==> config.mk <==
export PLATFORM = sky130hd
export DESIGN_NAME = vga_sync_gen
export DESIGN_NICKNAME = d
export VERILOG_FILES = /design/src/rtl/vga_timing_pkg.sv /design/src/rtl/vga_sync_delay.sv /design/src/rtl/vga_sync_gen.sv
export SDC_FILE = /design/constraint.sdc
export NUM_CORES = 1
export LEC_CHECK = 0
export ABC_CLOCK_PERIOD_IN_PS = 4700
export CORE_MARGIN = 3
export CORE_UTILIZATION = 55
export DETAILED_ROUTE_END_ITERATION = 8
export GPL_TIMING_DRIVEN = 0
export HOLD_SLACK_MARGIN = 0.12
export PLACE_DENSITY_LB_ADDON = 0.25
export SLEW_MARGIN = 20
export SYNTH_ARGS = -nofsm -noshare
export SYNTH_HDL_FRONTEND = slang
export SYNTH_SLANG_ARGS = --single-unit
==> constraint.sdc <==
create_clock -name clk -period 4.7 [get_ports clk]
set_clock_uncertainty 0.1 [all_clocks]
set_input_delay 0.94 -clock clk [delete_from_list [all_inputs] [get_ports clk]]
set_output_delay 0.94 -clock clk [all_outputs]
set_load 0.05 [all_outputs]
==> src/rtl/vga_timing_pkg.sv <==
// vga_timing_pkg: shared 640x480@60 raster constants for the sync and graphics stages
package vga_timing_pkg;

    localparam int COORD_W = 10;

    localparam int VGA_H_VIS  = 640;
    localparam int VGA_H_FP   = 16;
    localparam int VGA_H_SYNC = 96;
    localparam int VGA_H_BP   = 48;
    localparam int VGA_V_VIS  = 480;
    localparam int VGA_V_FP   = 10;
    localparam int VGA_V_SYNC = 2;
    localparam int VGA_V_BP   = 33;

    localparam int VGA_H_TOTAL      = VGA_H_VIS + VGA_H_FP + VGA_H_SYNC + VGA_H_BP;
    localparam int VGA_V_TOTAL      = VGA_V_VIS + VGA_V_FP + VGA_V_SYNC + VGA_V_BP;
    localparam int VGA_H_SYNC_START = VGA_H_VIS + VGA_H_FP;
    localparam int VGA_H_SYNC_END   = VGA_H_SYNC_START + VGA_H_SYNC;
    localparam int VGA_V_SYNC_START = VGA_V_VIS + VGA_V_FP;
    localparam int VGA_V_SYNC_END   = VGA_V_SYNC_START + VGA_V_SYNC;

    typedef logic [COORD_W-1:0] coord_t;

    // True when pos lies in the half-open window [lo, hi).
    function automatic logic in_window(input coord_t pos, input coord_t lo, input coord_t hi);
        return (pos >= lo) && (pos < hi);
    endfunction

endpackage

==> src/rtl/vga_sync_delay.sv <==
// vga_sync_delay: N-stage 2-bit shift register that aligns sideband bits with the pixel pipeline
module vga_sync_delay #(
    parameter int         N       = 1,
    parameter logic [1:0] RST_VAL = 2'b11
) (
    input  logic       clk,
    input  logic       reset,
    input  logic [1:0] din,
    output logic [1:0] dout
);

    if (N == 0) begin : g_pass
        assign dout = din;
    end else begin : g_delay
        logic [1:0] stages [N];
        // shift din through N stages; reset parks every stage at the idle level
        always_ff @(posedge clk or negedge reset) begin
            if (!reset) begin
                for (int i = 0; i < N; i++) stages[i] <= RST_VAL;
            end else begin
                stages[0] <= din;
                for (int i = 1; i < N; i++) stages[i] <= stages[i-1];
            end
        end
        assign dout = stages[N-1];
    end

endmodule

==> src/rtl/vga_sync_gen.sv <==
// vga_sync_gen: raster counters, coordinates, active flag and delayed hsync/vsync
module vga_sync_gen
    import vga_timing_pkg::*;
#(
    parameter int   H_VIS      = VGA_H_VIS,
    parameter int   H_FP       = VGA_H_FP,
    parameter int   H_SYNC     = VGA_H_SYNC,
    parameter int   H_BP       = VGA_H_BP,
    parameter int   V_VIS      = VGA_V_VIS,
    parameter int   V_FP       = VGA_V_FP,
    parameter int   V_SYNC     = VGA_V_SYNC,
    parameter int   V_BP       = VGA_V_BP,
    parameter logic SYNC_POL   = 1'b0,
    parameter int   CLK_DIV    = 1,
    parameter int   SYNC_DELAY = 1
) (
    input  logic               clk,
    input  logic               reset,
    output logic               pixel_tick,
    output logic [COORD_W-1:0] coord_x,
    output logic [COORD_W-1:0] coord_y,
    output logic               active_area,
    output logic               frame_start,
    output logic               hsync,
    output logic               vsync
);

    localparam logic   INACT    = ~SYNC_POL;
    localparam logic [1:0] DIV_LAST = 2'(CLK_DIV - 1);
    localparam coord_t H_LAST   = COORD_W'(H_VIS + H_FP + H_SYNC + H_BP - 1);
    localparam coord_t V_LAST   = COORD_W'(V_VIS + V_FP + V_SYNC + V_BP - 1);
    localparam coord_t H_VIS_C  = COORD_W'(H_VIS);
    localparam coord_t V_VIS_C  = COORD_W'(V_VIS);
    localparam coord_t HS_START = COORD_W'(H_VIS + H_FP);
    localparam coord_t HS_END   = COORD_W'(H_VIS + H_FP + H_SYNC);
    localparam coord_t VS_START = COORD_W'(V_VIS + V_FP);
    localparam coord_t VS_END   = COORD_W'(V_VIS + V_FP + V_SYNC);

    logic [1:0] div_cnt;
    coord_t     h_cnt, v_cnt, h_next, v_next;
    logic       h_wrap, v_wrap;
    logic       hs_raw, vs_raw;
    logic [1:0] sync_dly;

    assign coord_x = h_cnt;
    assign coord_y = v_cnt;

    // pixel divider: pixel_tick marks the last clk of each pixel, so counters step on the following edge
    always_ff @(posedge clk or negedge reset) begin
        if (!reset) begin
            div_cnt    <= '0;
            pixel_tick <= 1'b0;
        end else begin
            div_cnt    <= (div_cnt == DIV_LAST) ? '0 : div_cnt + 1'b1;
            pixel_tick <= (div_cnt == DIV_LAST);
        end
    end

    // next raster position; every registered output decodes this so they stay aligned with coord
    always_comb begin
        h_wrap = (h_cnt == H_LAST);
        v_wrap = (v_cnt == V_LAST);
        h_next = pixel_tick ? (h_wrap ? '0 : h_cnt + 1'b1) : h_cnt;
        v_next = (pixel_tick && h_wrap) ? (v_wrap ? '0 : v_cnt + 1'b1) : v_cnt;
    end

    // raster counters plus outputs registered from the next-count decode
    always_ff @(posedge clk or negedge reset) begin
        if (!reset) begin
            h_cnt       <= '0;
            v_cnt       <= '0;
            active_area <= 1'b0;
            frame_start <= 1'b0;
            hs_raw      <= INACT;
            vs_raw      <= INACT;
        end else begin
            h_cnt       <= h_next;
            v_cnt       <= v_next;
            active_area <= (h_next < H_VIS_C) && (v_next < V_VIS_C);
            frame_start <= pixel_tick && h_wrap && v_wrap;
            hs_raw      <= in_window(h_next, HS_START, HS_END) ? SYNC_POL : INACT;
            vs_raw      <= in_window(v_next, VS_START, VS_END) ? SYNC_POL : INACT;
        end
    end

    vga_sync_delay #(
        .N       (SYNC_DELAY),
        .RST_VAL ({INACT, INACT})
    ) u_sync_delay (
        .clk   (clk),
        .reset (reset),
        .din   ({hs_raw, vs_raw}),
        .dout  (sync_dly)
    );

    assign hsync = sync_dly[1];
    assign vsync = sync_dly[0];

endmodule

==> out/summary.md, run 1 <==
The core area is 2570 sq um, and the number of buffers and inverters on the critical path is 1. The standard cell with the maximum stage delay on the critical path was sky130_fd_sc_hd__clkdlybuf4s50_1. The overall overflow remaining after global route was 0; the setup TNS was 0 ns. TritonCTS built the clock tree.

The largest stage delay on the critical path works out to 0.85 ns. Once detail routing completed, the nets flagged for antenna violations numbered 0. The total count of max-transition violations in the final report was 0; the average vias per placed instance was 6.19. Met3 layer usage reported by global route: 0.0592. After clock tree synthesis, the clock-pin slew on the worst setup and hold paths is 0.11 ns.

Hold-fix buffer count after cts: 0. Broken down by cell family, the worst path's largest delay share belongs to buffers and inverters. The run gives 0.599 as the initial standard-cell utilization of the core. The slew at the pin with the worst max-slew slack came out at 0.946 ns. Static leakage: 0.766 nW.

After detailed routing, the average wire length per cell comes to 16.0 um. Counting cells, the worst reg-to-reg path comes to 6. The total number of vias came out at 1374. The net count of the finished layout is 198. The fraction of met2 tracks used by global routing was 0.377. Setup repair after global routing left no endpoint under its margin. For this run, the top clock speed supported by timing is 0.368 GHz. Max-cap violations in this run came to 0.

The first global-routing pass estimated 6000 um of wire. The run gives 2 as the maximum root-to-sink buffer count. The worst hold path belongs to the class flop to flop.

The global-route track usage on met1 came out at 0.306. The worst setup path is launched from a flop. The logs give 3560 um for the routed wire length and 0 for the count of warnings emitted by yosys. The tools report the global routing usage summed across all routing layers as 0.233. The total half-perimeter wirelength after legalization and detailed placement came out at 2580 um. The first detailed-routing pass ran for 4 iterations.

The worst-case IR drop observed on VDD is 0.199 mV. Routability-driven placement finished with a final weighted congestion of 0.884. Kind of end point of the critical path: an output pin. The pin count of the biggest net entering global routing came out at 30. The number of DRC markers in iteration 0 was 91; the required time of the worst setup path was 3.66 ns.

Row count: 18. The area enclosed by the die boundary is 3470 sq um. The distinct cell type count of the synthesized netlist came out at 39. Yosys mapped a number of flops with a built-in enable equal to 0.

27 I/O pins were placed. The count of fill cells added during filler insertion came out at 214. Number of hold violations in the final report: 0. Setup violations remaining at the end of the flow were counted as 0.

The worst slew margin relative to its limit is 0.364. After synthesis the cells add up to 1540 sq um. The sequential share of the synthesized area is 0.475. The depth of the critical timing path with buffers and inverters included is 1.

The number of global-route vias before repair was 1282. The initial antenna violation count is 0, and the signed area change from the synthesized netlist to the final layout is 22.6%. The share of the clock period used by the worst path after layout came out at 0.578.

The synthesized design contains 29 register bits. Counting every net in the synthesized netlist gives 165. A synthesized cell averages 9.73 sq um. The hold path depth is 0, and the die height is 58.9 um. The clock network latency to the later pin of the worst-skew pair was 0.33 ns.

Walking the worst path, the cells encountered are clkdlybuf4s50_1. The count of input and output buffers came out at 26. The flip-flop cell with the highest count after synthesis was sky130_fd_sc_hd__dfrtp_1. The post-layout utilization of the core came out at 0.734. The H-tree was split into 2 levels.

Measured along the x axis, the die boundary spans 58.9 um. The layer flagged by global routing as most heavily used is met2. The number of clock buffers added by TritonCTS is 5. The number of resized instances in the post-cts repair step is 0. CTS saw 29 sinks. The final routed DRC violation total was 0. The async set-or-reset flop fraction in the synthesized netlist is 1.00. Power spread over the standard cell area amounts to 215 nW/um^2. The shortest period the worst path allows was 2.72 ns; the cell count after synthesis was 158. The critical path is of the flop to output pin type. In this run the worst path has a maximum fanout of 7.

The fraction of layout instances using a drive strength above 1 works out to 0.0990. The arrival time at the worst endpoint was 1.68 ns; the number of antenna diodes was 0. The cell sitting at the root of the clock tree is a sky130_fd_sc_hd__clkbuf_4.

The run gives 0 as the buffers inserted during post-CTS setup optimization. The run finished with clean final reports.
sequential cells by signal, indices dropped and copies added, names as in the netlist:
name	flops
vs_raw	1
pixel_tick	1
hs_raw	1
u_sync_delay.dout	2
frame_start	1
div_cnt	2
coord_y	10
coord_x	10
active_area	1
layout by cell type (no fill, tap or decap), types with 6 or more instances in the layout:
| cell | netlist | routed |
|---|---|---|
| sky130_fd_sc_hd__o21ai_0 | 12 | 12 |
| sky130_fd_sc_hd__a21oi_1 | 6 | 6 |
| sky130_fd_sc_hd__nor3_1 | 6 | 6 |
| sky130_fd_sc_hd__nand4_1 | 8 | 8 |
| sky130_fd_sc_hd__inv_1 | 6 | 6 |
| sky130_fd_sc_hd__clkdlybuf4s50_1 | 0 | 25 |
| sky130_fd_sc_hd__nand2_1 | 17 | 17 |
| sky130_fd_sc_hd__nor2_1 | 8 | 8 |
| sky130_fd_sc_hd__nand3_1 | 8 | 8 |
| sky130_fd_sc_hd__dfrtp_1 | 25 | 25 |
stage by stage:
| step | power (mW) | worst slack, ns | hold WS, ns | instances | instance area [sq um] |
|---|---|---|---|---|---|
| 2_1_floorplan | 0.254 | 2.13 | 0.245 | 158 | 1540 |
| 3_5_place_dp | 0.259 | 2.21 | 0.247 | 214 | 1830 |
| 6_report | 0.406 | 1.98 | 0.279 | 222 | 1890 |
| 3_3_place_gp | 0.260 | 2.19 | 0.246 | 214 | 1840 |
| 5_1_grt | 0.425 | 1.91 | 0.270 | 222 | 1890 |
| 4_1_cts | 0.411 | 1.98 | 0.262 | 222 | 1890 |
cells by family (layout without fill, tap and decap cells):
group           count (synthesis)  count (layout)  share of synthesized area
simple gates                   70              70                      0.256
compound gates                 31              31                      0.131
flops                          29              29                      0.475
buf+inv                        11              45                     0.0269
xor+xnor                        9               9                     0.0513
fa+ha+maj                       5               5                     0.0407
mux                             3               3                     0.0195
cell type report:
class | count | area, sq um | share of cell area
Multi-Input combinational cell | 118 | 766 | 0.406
Sequential cell | 29 | 731 | 0.388
Timing Repair Buffer | 26 | 255 | 0.135
Clock buffer | 5 | 37.5 | 0.0199
Tap cell | 30 | 37.5 | 0.0199
Inverter | 6 | 22.5 | 0.0119
Buffer | 5 | 18.8 | 0.00995
Clock inverter | 3 | 17.5 | 0.00929
synthesized netlist by cell type (all sizes together) (3+ instances only):
| cell type | count | area, sq um |
|---|---|---|
| nor2 | 8 | 30.0 |
| o21ai | 12 | 60.1 |
| nand4 | 8 | 50.1 |
| xor2 | 4 | 35.0 |
| a31oi | 3 | 18.8 |
| ha | 5 | 62.6 |
| clkbuf | 5 | 18.8 |
| xnor2 | 5 | 43.8 |
| dfrtp | 25 | 626 |
| and3 | 4 | 25.0 |
| nand3 | 8 | 40.0 |
| or3 | 4 | 30.0 |
| inv | 6 | 22.5 |
| dfstp | 4 | 105 |
| nand2 | 17 | 63.8 |
| nor3 | 6 | 30.0 |
| mux2i | 3 | 30.0 |
| a21oi | 6 | 30.0 |
layer usage:
layer / part of all wire / wire length (um)
met1: 0.43 / 1530
met2: 0.48 / 1720
met3: 0.075 / 267
met4: 0.0096 / 34
met5: 0 / 0
final timing paths:
path                                      start                             end  slack (ns)
max                        coord_x[4]$_DFF_PN0_                      coord_x[4]        1.98
min                            hs_raw$_DFF_PN1_  u_sync_delay.dout[1]$_DFF_PN1_        0.28
max reg2reg                coord_x[5]$_DFF_PN0_            coord_y[9]$_DFF_PN0_        2.15
min reg2reg                    hs_raw$_DFF_PN1_  u_sync_delay.dout[1]$_DFF_PN1_        0.28
max in group asynchronous                 reset            coord_y[6]$_DFF_PN0_        3.55
min in group asynchronous                 reset            coord_x[5]$_DFF_PN0_        0.51
power breakdown:
part,total [mW],switching [mW],internal (mW)
Sequential,0.250,0,0.250
Combinational,0.00489,0.00459,0.000298
Clock,0.152,0.0954,0.0563
Total,0.406,0.100,0.306
Note: power is estimated with default switching activity, not from simulation.
==> run 2: changes to the inputs <==
--- a/config.mk
+++ b/config.mk
@@ -5,9 +5,9 @@
 export SDC_FILE = /design/constraint.sdc
 export NUM_CORES = 1
 export LEC_CHECK = 0
-export ABC_CLOCK_PERIOD_IN_PS = 4700
+export ABC_CLOCK_PERIOD_IN_PS = 2700
 export CORE_MARGIN = 3
-export CORE_UTILIZATION = 55
+export CORE_UTILIZATION = 52
 export DETAILED_ROUTE_END_ITERATION = 8
 export GPL_TIMING_DRIVEN = 0
 export HOLD_SLACK_MARGIN = 0.12
==> constraint.sdc (replaced) <==
create_clock -name clk -period 2.7 [get_ports clk]
set_clock_uncertainty 0.1 [all_clocks]
set_input_delay 0.54 -clock clk [delete_from_list [all_inputs] [get_ports clk]]
set_output_delay 0.54 -clock clk [all_outputs]
set_load 0.05 [all_outputs]
==> run 2 against run 1 <==
Effect of this change: critical path type is now flop to flop; sequential power is 74% higher; core utilization is 4.3 points lower; final cell count is 0.45% higher; largest cell class unchanged.
==> out/summary.md, run 2 (synthesis gave the netlist of run 1 again) <==
The flow ran to the end, and the final reports show no timing, DRC or antenna violations. The largest fanout of any net on the critical path is 10 (was 7), and the final routed DRC violation total is 0 (unchanged). The buffers inserted during post-CTS setup optimization was 0 (unchanged); the average vias per placed instance was 6.18 (was 6.19). The number of buffers and inverters on the critical path is 1 (unchanged). The cell chosen for the clock root is sky130_fd_sc_hd__clkbuf_4 (unchanged). Standard cell with the maximum stage delay on the critical path: sky130_fd_sc_hd__or4b_4 (was sky130_fd_sc_hd__clkdlybuf4s50_1). The share of the clock period used by the worst path after layout is 0.940. Total number of vias: 1378 (was 1374). The signed area change from the synthesized netlist to the final layout is 25.0% (was 22.6%), and the final net count is 198 (unchanged). Number of resized instances in the post-cts repair step: 0 (unchanged). For this run, the top clock speed supported by timing is 0.394 GHz.

TritonCTS built the clock tree. The area taken by multi-input logic gates is 771 sq um (was 766 sq um), and the routed wire length is 3490 um (was 3560 um). The post-CTS clock slew at the launch and capture registers of the worst setup and hold paths came out at 0.09 ns (was 0.11 ns).

Setup repair after global routing left no endpoint under its margin. The total half-perimeter wirelength after legalization and detailed placement was 2500 um (was 2580 um); the shortest period the worst path allows was 2.54 ns. The number of I/O pins came out at 27 (unchanged).

Cells along the critical path: or4b_4, or3_4, clkbuf_1, a21oi_1, nor2_1, or2_2 (was clkdlybuf4s50_1). The logs give 0.553 (was 0.599) for the initial standard-cell utilization of the core and 2 (unchanged) for the maximum level of the CTS H-tree. The family of cells with the greatest summed delay on the critical path is simple AND/OR/NAND/NOR gates (was buffers and inverters). The tools report the area enclosed by the die boundary as 3650 sq um (was 3470 sq um). The clock network latency to the later pin of the worst-skew pair is 0.33 ns (about the same), and the number of clock sinks is 29 (unchanged). The tools report the area taken by flip-flops and latches as 731 sq um (unchanged).

The pin count of the biggest net entering global routing is 30 (unchanged). The fraction of layout instances using a drive strength above 1 is 0.0990 (unchanged). The tools report the final setup violation count as 0 (unchanged). The run gives 0 (unchanged) as the overall overflow remaining after global route. The detailed-routing iteration count for the pre-antenna-repair pass is 5 (was 4), and the number of antenna diodes is 0 (unchanged). Commonest cells after routing, fill and taps aside: sky130_fd_sc_hd__dfrtp_1, sky130_fd_sc_hd__clkdlybuf4s50_1, sky130_fd_sc_hd__nand2_1 (unchanged).

The worst slew margin relative to its limit came out at 0.578 (was 0.364). The tools report the type of origin of the critical path as a flop (unchanged). The tools report the number of DRC markers in iteration 0 as 57 (was 91).

The power per cell area was 422 nW/um^2 (was 215 nW/um^2); the total instance count after detailed placement was 215 (was 214). The run gives 19 (was 18) as the row count. The largest stage delay on the critical path works out to 0.59 ns (was 0.85 ns). For the maximum root-to-sink buffer count, the log shows 2 (unchanged).

The arrival time at the worst endpoint came out at 2.66 ns (was 1.68 ns). The initial antenna violation count was 0 (unchanged); the global routing usage summed across all routing layers was 0.215 (was 0.233). The placer's final routability congestion estimate is 0.910 (was 0.884), and the remaining antenna violation count after routing is 0 (unchanged). The tools report the setup TNS as 0 ns (unchanged). The non-filler instance count after layout was 223 (was 222); the number of global-route vias before repair was 1208 (was 1282).

The maximum resistive drop on vdd came out at 0.406 mV (was 0.199 mV). The overall die width is 60.4 um (was 58.9 um). The core area is 2780 sq um (was 2570 sq um). The total of max-cap violations is 0 (unchanged). For the pre-CTS setup slack, the log shows 0.143 ns (was 2.21 ns). The logs give 5810 um (was 6000 um) for the global-route wire length before repair and 2.82 ns (was 3.66 ns) for the required time of the worst setup path. The static leakage is 0.781 nW (was 0.766 nW). The slew at the pin with the worst max-slew slack came out at 0.634 ns (was 0.946 ns). The number of hold violations in the final report is 0 (unchanged), and the hold-fix buffer count after cts is 0 (unchanged). Kind of critical path: flop to flop (was flop to output pin).

The logs give 0 (unchanged) for the total count of max-transition violations in the final report and 0.161 ns (was 1.98 ns) for the worst setup slack after layout. The run gives 240 (was 214) as the count of fill cells added during filler insertion. The die height is 60.4 um (was 58.9 um). The kind of end point of the critical path is a flop (was an output pin). The count of input and output buffers came out at 26 (unchanged). The class of the worst hold path is primary input to async pin (was flop to flop). The TritonCTS buffer count was 5 (unchanged); the average wire per standard cell was 15.7 um (was 16.0 um).
==> run 2: cell type report <==
| cell class | count | share of cell area |
|---|---|---|
| plain buffers | 5 | 0.00977 |
| repair buffers | 26 | 0.133 |
| clock inverters | 1 | 0.0156 |
| inverters | 6 | 0.0117 |
| flip-flops and latches | 29 | 0.380 |
| well taps | 31 | 0.0202 |
| clock buffers | 7 | 0.0286 |
| multi-input cells | 118 | 0.401 |
==> run 2: metal layers <==
metal | share of wire | up-vias | GRT usage
met3 | 0.063 | 7 | 0.0638
met2 | 0.48 | 48 | 0.315
met1 | 0.44 | 677 | 0.304
met4 | 0.014 | 0 | 0.0759
met5 | 0 | - | 0
li1 | - | 646 | -
==> run 2: where the power goes <==
part           switching, mW  internal, mW  total, mW
Clock                  0.148         0.221      0.369
Sequential                 0         0.434      0.434
Combinational        0.00795      0.000519    0.00847
Total                  0.156         0.656      0.812
==> run 2: final timing paths <==
kind                                       from                             end  slack [ns]  cells after the start
max                        coord_x[5]$_DFF_PN0_            coord_y[9]$_DFF_PN0_        0.16                      6
min                                       reset            coord_x[5]$_DFF_PN0_        0.11                      1
max reg2reg                coord_x[5]$_DFF_PN0_            coord_y[9]$_DFF_PN0_        0.16                      6
min reg2reg                    vs_raw$_DFF_PN1_  u_sync_delay.dout[0]$_DFF_PN1_        0.26                      0
max in group asynchronous                 reset            coord_y[7]$_DFF_PN0_        1.97                      1
min in group clk               vs_raw$_DFF_PN1_  u_sync_delay.dout[0]$_DFF_PN1_        0.26                      0
==> run 2: metrics by stage <==
| step | power (mW) | hold WS (ns) | cell area, sq um | utilization |
|---|---|---|---|---|
| 3_5_place_dp | 0.452 | 0.247 | 1830 | 0.659 |
| 3_3_place_gp | 0.452 | 0.246 | 1840 | 0.660 |
| 5_1_grt | 0.844 | 0.148 | 1920 | 0.691 |
| 6_report | 0.812 | 0.114 | 1920 | 0.691 |
| 2_1_floorplan | 0.443 | 0.144 | 1540 | - |
| 4_1_cts | 0.822 | 0.124 | 1920 | 0.689 |
